$ cat src/rtl/mem_req_bridge.sv
// mem_req_bridge: edge-triggered byte bus masters onto one round-robin toggle-handshake sdram port
module mem_req_bridge #(
  parameter int NCH = 2,
  parameter int AW = 16,
  parameter bit RD_CACHE = 1'b1
) (
  input  logic              clk,
  input  logic              init_n,
  input  logic [NCH-1:0]    ch_cs,
  input  logic [NCH-1:0]    ch_oe,
  input  logic [NCH-1:0]    ch_we,
  input  logic [NCH*AW-1:0] ch_addr,
  input  logic [NCH*8-1:0]  ch_d,
  output logic [NCH*8-1:0]  ch_q,
  output logic [NCH-1:0]    ch_busy,
  output logic [NCH-1:0]    ch_ovr,
  output logic              mem_req,
  input  logic              mem_ack,
  output logic [AW-2:0]     mem_a,
  output logic [1:0]        mem_ds,
  output logic              mem_we,
  output logic [15:0]       mem_d,
  input  logic [15:0]       mem_q
);
  localparam int GW = NCH > 1 ? $clog2(NCH) : 1;
  typedef enum logic {A_IDLE, A_WAIT} state_t;
  state_t state, state_nx;
  logic [NCH-1:0] prev_rd, prev_wr, pend_v, pend_we, fl_v, fl_we, c_v, hit_v;
  logic [NCH-1:0] wr_start, rd_start, hit, trig;
  logic [AW-1:0] addr [NCH];
  logic [AW-1:0] prev_addr [NCH];
  logic [AW-1:0] pend_a [NCH];
  logic [AW-1:0] fl_a [NCH];
  logic [7:0] pend_d [NCH];
  logic [7:0] q [NCH];
  logic [7:0] hit_b [NCH];
  logic [AW-2:0] c_a [NCH];
  logic [15:0] c_d [NCH];
  logic [GW-1:0] last_g, cur_g, gnt;
  logic gnt_v, done;

  for (genvar g = 0; g < NCH; g++) begin : g_ch
    assign addr[g] = ch_addr[g*AW +: AW];
    assign ch_q[g*8 +: 8] = q[g];
  end

  assign ch_busy = pend_v | fl_v;

  // per-channel write-edge / read-edge-or-address-change triggers and cache lookup
  always_comb begin
    rd_start = '0;
    hit = '0;
    wr_start = ch_cs & ch_we & ~prev_wr;
    for (int i = 0; i < NCH; i++) begin
      rd_start[i] = ch_cs[i] & ch_oe[i] & (~prev_rd[i] | (addr[i] != prev_addr[i])) & ~wr_start[i];
      hit[i] = RD_CACHE & rd_start[i] & c_v[i] & (c_a[i] == addr[i][AW-1:1]);
    end
    trig = wr_start | (rd_start & ~hit);
  end

  // round-robin pick starting after the last grant, and arbiter next state
  always_comb begin
    gnt = '0;
    gnt_v = 1'b0;
    done = (state == A_WAIT) && (mem_ack == mem_req);
    state_nx = state;
    if (state == A_IDLE && mem_ack == mem_req)
      for (int k = NCH; k >= 1; k--)
        if (pend_v[(int'(last_g) + k) % NCH] && !fl_v[(int'(last_g) + k) % NCH]) begin
          gnt = GW'((int'(last_g) + k) % NCH);
          gnt_v = 1'b1;
        end
    state_nx = gnt_v ? A_WAIT : done ? A_IDLE : state;
  end

  // slots, cache, memory port registers and edge history
  always_ff @(posedge clk) begin
    if (!init_n) begin
      state <= A_IDLE;
      mem_req <= 1'b0;
      mem_a <= '0;
      mem_ds <= 2'b11;
      mem_we <= 1'b0;
      mem_d <= '0;
      last_g <= GW'(NCH - 1);
      cur_g <= '0;
      prev_rd <= '0;
      prev_wr <= '0;
      pend_v <= '0;
      pend_we <= '0;
      fl_v <= '0;
      fl_we <= '0;
      c_v <= '0;
      hit_v <= '0;
      ch_ovr <= '0;
      for (int i = 0; i < NCH; i++) begin
        prev_addr[i] <= '0;
        pend_a[i] <= '0;
        fl_a[i] <= '0;
        pend_d[i] <= '0;
        q[i] <= '0;
        hit_b[i] <= '0;
        c_a[i] <= '0;
        c_d[i] <= '0;
      end
    end else begin
      state <= state_nx;
      prev_rd <= ch_cs & ch_oe;
      prev_wr <= ch_cs & ch_we;
      if (gnt_v) begin
        last_g <= gnt;
        cur_g <= gnt;
        mem_req <= ~mem_req;
        mem_a <= pend_a[gnt][AW-1:1];
        mem_we <= pend_we[gnt];
        mem_d <= {2{pend_d[gnt]}};
        mem_ds <= pend_we[gnt] ? (pend_a[gnt][0] ? 2'b10 : 2'b01) : 2'b11;
        fl_v[gnt] <= 1'b1;
        fl_a[gnt] <= pend_a[gnt];
        fl_we[gnt] <= pend_we[gnt];
        pend_v[gnt] <= 1'b0;
        if (pend_we[gnt])
          for (int i = 0; i < NCH; i++)
            if (c_a[i] == pend_a[gnt][AW-1:1]) c_v[i] <= 1'b0;
      end
      if (done) begin
        fl_v[cur_g] <= 1'b0;
        if (!fl_we[cur_g]) begin
          q[cur_g] <= fl_a[cur_g][0] ? mem_q[15:8] : mem_q[7:0];
          c_v[cur_g] <= RD_CACHE;
          c_a[cur_g] <= fl_a[cur_g][AW-1:1];
          c_d[cur_g] <= mem_q;
        end
      end
      for (int i = 0; i < NCH; i++) begin
        prev_addr[i] <= addr[i];
        hit_v[i] <= hit[i];
        hit_b[i] <= addr[i][0] ? c_d[i][15:8] : c_d[i][7:0];
        if (hit_v[i]) q[i] <= hit_b[i];
        if (trig[i]) begin
          pend_v[i] <= 1'b1;
          pend_a[i] <= addr[i];
          pend_we[i] <= wr_start[i];
          pend_d[i] <= ch_d[i*8 +: 8];
          if (pend_v[i] && !(gnt_v && gnt == GW'(i))) ch_ovr[i] <= 1'b1;
        end
      end
    end
  end
endmodule

$ cat config.mk
export PLATFORM = sky130hd
export DESIGN_NAME = mem_req_bridge
export DESIGN_NICKNAME = d
export VERILOG_FILES = /design/src/rtl/mem_req_bridge.sv
export SDC_FILE = /design/constraint.sdc
export NUM_CORES = 1
export LEC_CHECK = 0
export CAP_MARGIN = 20
export CORE_MARGIN = 3
export CORE_UTILIZATION = 35
export DETAILED_ROUTE_END_ITERATION = 8
export PLACE_DENSITY = 0.58
export RECOVER_POWER = 100
export SLEW_MARGIN = 20
export SYNTH_ARGS = -nofsm -noshare
export SYNTH_HDL_FRONTEND = slang
export SYNTH_SLANG_ARGS = --single-unit
$ cat constraint.sdc
create_clock -name clk -period 3.2 [get_ports clk]
set_input_delay 0.48 -clock clk [delete_from_list [all_inputs] [get_ports clk]]
set_output_delay 0.48 -clock clk [all_outputs]
set_load 0.005 [all_outputs]
==> results.md, run 1 <==
- RSZ-0062 raised after global routing: false
- Die width: 184 um
- Max-cap violations: 1
- Port Buf Inserts: 127
- Post-DP HPWL: 22000 um
- Status: complete, but fails checks
- Num CTS Buffers: 28
- Vias in the first global route: 7585
- Core footprint: 30900 um2
- YS warnings: 0
- Synthesized instance count: 956
- Worst Reg-to-Reg Cells: 7
- Grt ovf: 0
- DRC Markers: 0
- Clock Pin Slew Worst Setup and Hold Paths: 0.06 ns
- Min Tclk post-route: 2.79 ns
- Worst path required time: 3.38 ns
- Critical path's top delay family: buffers and inverters
- Fin crit share: 0.873
- Initial Utilization: 0.359
- Slowest-stage cell, CP: clkbuf_1
- Critical Path Max Stage Delay: 0.75 ns
- Gpl congestion: 0.906
- ANT cells: 0
- R2R Setup Slk: 0.55 ns
- Worst r2r src: c_a[0][3]$_SDFFCE_PN0P_
- CTS tree: built
- Kind of critical path: input port to register
- Final Net Count: 1163
- Final Skew: 0.0105 ns
- Startpoint class of the critical path: input port
- Unique cell type count in the Yosys netlist: 56
- First-pass GRT wire length: 45600 um
- PostCTS Resize Cnt: 0
- Most frequent cell after synthesis: edfxtp_1
- Crit. path cell count: 6
- Drt total wl: 30100 um
- EDFF count, synth: 158
- Fmax: 358 MHz
- Slew at the pin closest to its max-slew limit: 1.60 ns
- Synth top area share: 0.427
- Die area: 33900 um2
- Yosys top cell by area: edfxtp_1
- Post-synthesis net count: 1029
- Syn Area/Cell: 11.6 um2
- DR vias/cell: 5.09
- Hold Crit Class: register to register
- Asr flop ratio synth: 0
- # hold bufs at CTS: 0
- Area Growth Syn to Fin: 23.6%
- Layout cells sized above 1: 0.0629
- Post-synth top cells: 158 x edfxtp_1, 107 x nor2_1, 97 x dfxtp_1
- Depth of the worst hold-timing path: 2
- Pre-antenna DRT Iters: 5
- Setup TNS: 0 ns
- Crit path to: fl_a[0][7]$_SDFFCE_PN0P_
- Buf/Inv on CP: 3
- Crit path launch: mem_ack
- Iter 0 DRT Violations: 577
- Root Buffer: clkbuf_16
- Clock Path Buffers: 3
- Total GRT Usage: 0.176
- Critical path fanouts, max: 19
- Largest net degree at the start of global routing: 84
- Power density over cell area: 617 nW/um2
- Maximum vdd drop: 0.000419 V
- Critical Path AT: 2.98 ns
- Crit path cell chain: dlygate4sd3_1 > xor2_2 > a211o_1 > clkbuf_1 > o21ai_1 > clkbuf_2
- Antenna-violating nets left: 0
- Final slew viol count: 84
- Worst rel slew slack: -0.0639
- Row cnt: 64
- Post-CTS setup buffer count: 0
- Dominant synthesized flop cell: edfxtp_1
- Synth Cell Area: 11100 um2
- Seq/Total Area, Yosys: 0.602
- Antenna violations before repair: 1
- IO Count: 128
- Via count: 7674
- Die height: 184 um
- Worst setup EP type: register
- LEAKAGE: 5.09 nW
- Max H-tree Level: 1
- Final setup vio count: 0
- Yosys reg bits: 255
- WL per Instance: 20.0 um
- Final hold vios: 0
- Synth top area cells: edfxtp_1 43%, dfxtp_1 17%, xnor2_1 5.6%
- FF-to-FF End: pend_a[0][12]$_SDFFCE_PN0P_
- Clk sink count: 255
- Worst-Skew Late Latency: 0.53 ns
- Violated checks: max-capacitance violations, max-slew violations
- Hold slack final: 0.466 ns
cells by family (layout without fill, tap and decap cells):
logic type                after synthesis  in the layout  share of synthesized area
and+or+nand+nor                       307            307                      0.140
buffers and inverters                  84            240                     0.0338
AOI/OAI and AO/OA                     165            165                      0.103
xor gates and xnor gates               96             96                     0.0764
muxes                                  49             49                     0.0442
DFF                                   255            255                      0.602
layout make-up:
class	count	area (um2)
inverters	24	90.1
clock inverters	9	143
well taps	396	495
fillers	2890	17200
multi-input cells	617	4030
repair buffers	164	1490
flip-flops and latches	255	6690
clock buffers	43	798
worst register-to-register path, stage by stage (launching register included):
cell and delay [ns]:
edfxtp_1 0.51, xnor2_1 0.20, nand4_1 0.09, or4_1 0.57
and3_1 0.25, a21oi_4 0.17, nand2_1 0.07, clkbuf_2 0.42
stage by stage:
stage | worst slack [ns] | power [mW] | cell area, um2 | instances | util
final | 0.407 | 8.47 | 13700 | 1508 | 0.444
after detailed placement | 0.224 | 5.33 | 12900 | 1456 | 0.417
after floorplan | 0.274 | 4.70 | 11100 | 956 | -
after global routing | 0.304 | 8.83 | 13700 | 1508 | 0.444
after CTS | 0.703 | 8.62 | 13800 | 1508 | 0.448
after global placement | 0.230 | 5.32 | 12900 | 1456 | 0.417
flip-flops by register name, summed over array words and instances (netlist names), 2 cells and up, named ones only:
register,flops
pend_v,2
ch_ovr,2
pend_we,2
fl_a,32
hit_v,2
fl_v,2
pend_a,32
mem_d,8
hit_b,16
mem_ds,2
q,16
fl_we,2
prev_addr,32
mem_a,15
c_a,30
prev_rd,2
c_v,2
pend_d,16
c_d,32
prev_wr,2
layout by cell type, fill, tap and decap left out, types with 30 or more instances in the layout:
master           netlist  layout
a21oi_1               34      34
and2_0                 0      44
nor2_1               107     106
clkdlybuf4s50_1        0      68
dlygate4sd3_1          0      58
a21boi_0               3      35
edfxtp_1             158     158
xnor2_1               71      71
nand2_1               36      36
dfxtp_1               97      97
mux2i_1               49      49
clkbuf_1              32      30
how the worst min path moves through the flow:
stage,end,slack [ns],from
final,ch_ovr[1]$_SDFFE_PN0P_,0.47,ch_ovr[1]$_SDFFE_PN0P_
after global placement,ch_ovr[1]$_SDFFE_PN0P_,0.44,ch_ovr[1]$_SDFFE_PN0P_
after detailed placement,ch_ovr[1]$_SDFFE_PN0P_,0.44,ch_ovr[1]$_SDFFE_PN0P_
after CTS,fl_we[1]$_SDFFE_PN0P_,0.48,fl_we[1]$_SDFFE_PN0P_
after floorplan,fl_we[1]$_SDFFE_PN0P_,0.43,fl_we[1]$_SDFFE_PN0P_
after global routing,ch_ovr[1]$_SDFFE_PN0P_,0.49,ch_ovr[1]$_SDFFE_PN0P_
layer usage:
layer / global-route usage / share of wire / wire, um
met1: 0.259 / 0.46 / 13800
met2: 0.268 / 0.43 / 13100
met3: 0.0268 / 0.073 / 2210
met4: 0.0550 / 0.034 / 1010
met5: 0 / 0 / 0
where the power goes:
part | total (mW) | switching, mW | internal, mW
clock network | 3.29 | 1.26 | 2.03
registers | 3.98 | 0.198 | 3.79
logic | 1.20 | 0.669 | 0.526
total | 8.47 | 2.12 | 6.34
No activity file was read; power rests on OpenSTA's default activity.
==> run 2, diff against run 1 <==
--- a/config.mk
+++ b/config.mk
@@ -9,9 +9,10 @@
 export CORE_MARGIN = 3
 export CORE_UTILIZATION = 35
 export DETAILED_ROUTE_END_ITERATION = 8
+export HOLD_SLACK_MARGIN = 0.15
 export PLACE_DENSITY = 0.58
 export RECOVER_POWER = 100
-export SLEW_MARGIN = 20
+export SLEW_MARGIN = 15
 export SYNTH_ARGS = -nofsm -noshare
 export SYNTH_HDL_FRONTEND = slang
 export SYNTH_SLANG_ARGS = --single-unit
==> results of run 2 <==
The final DEF is identical to that of run 1; final timing and power are the same.
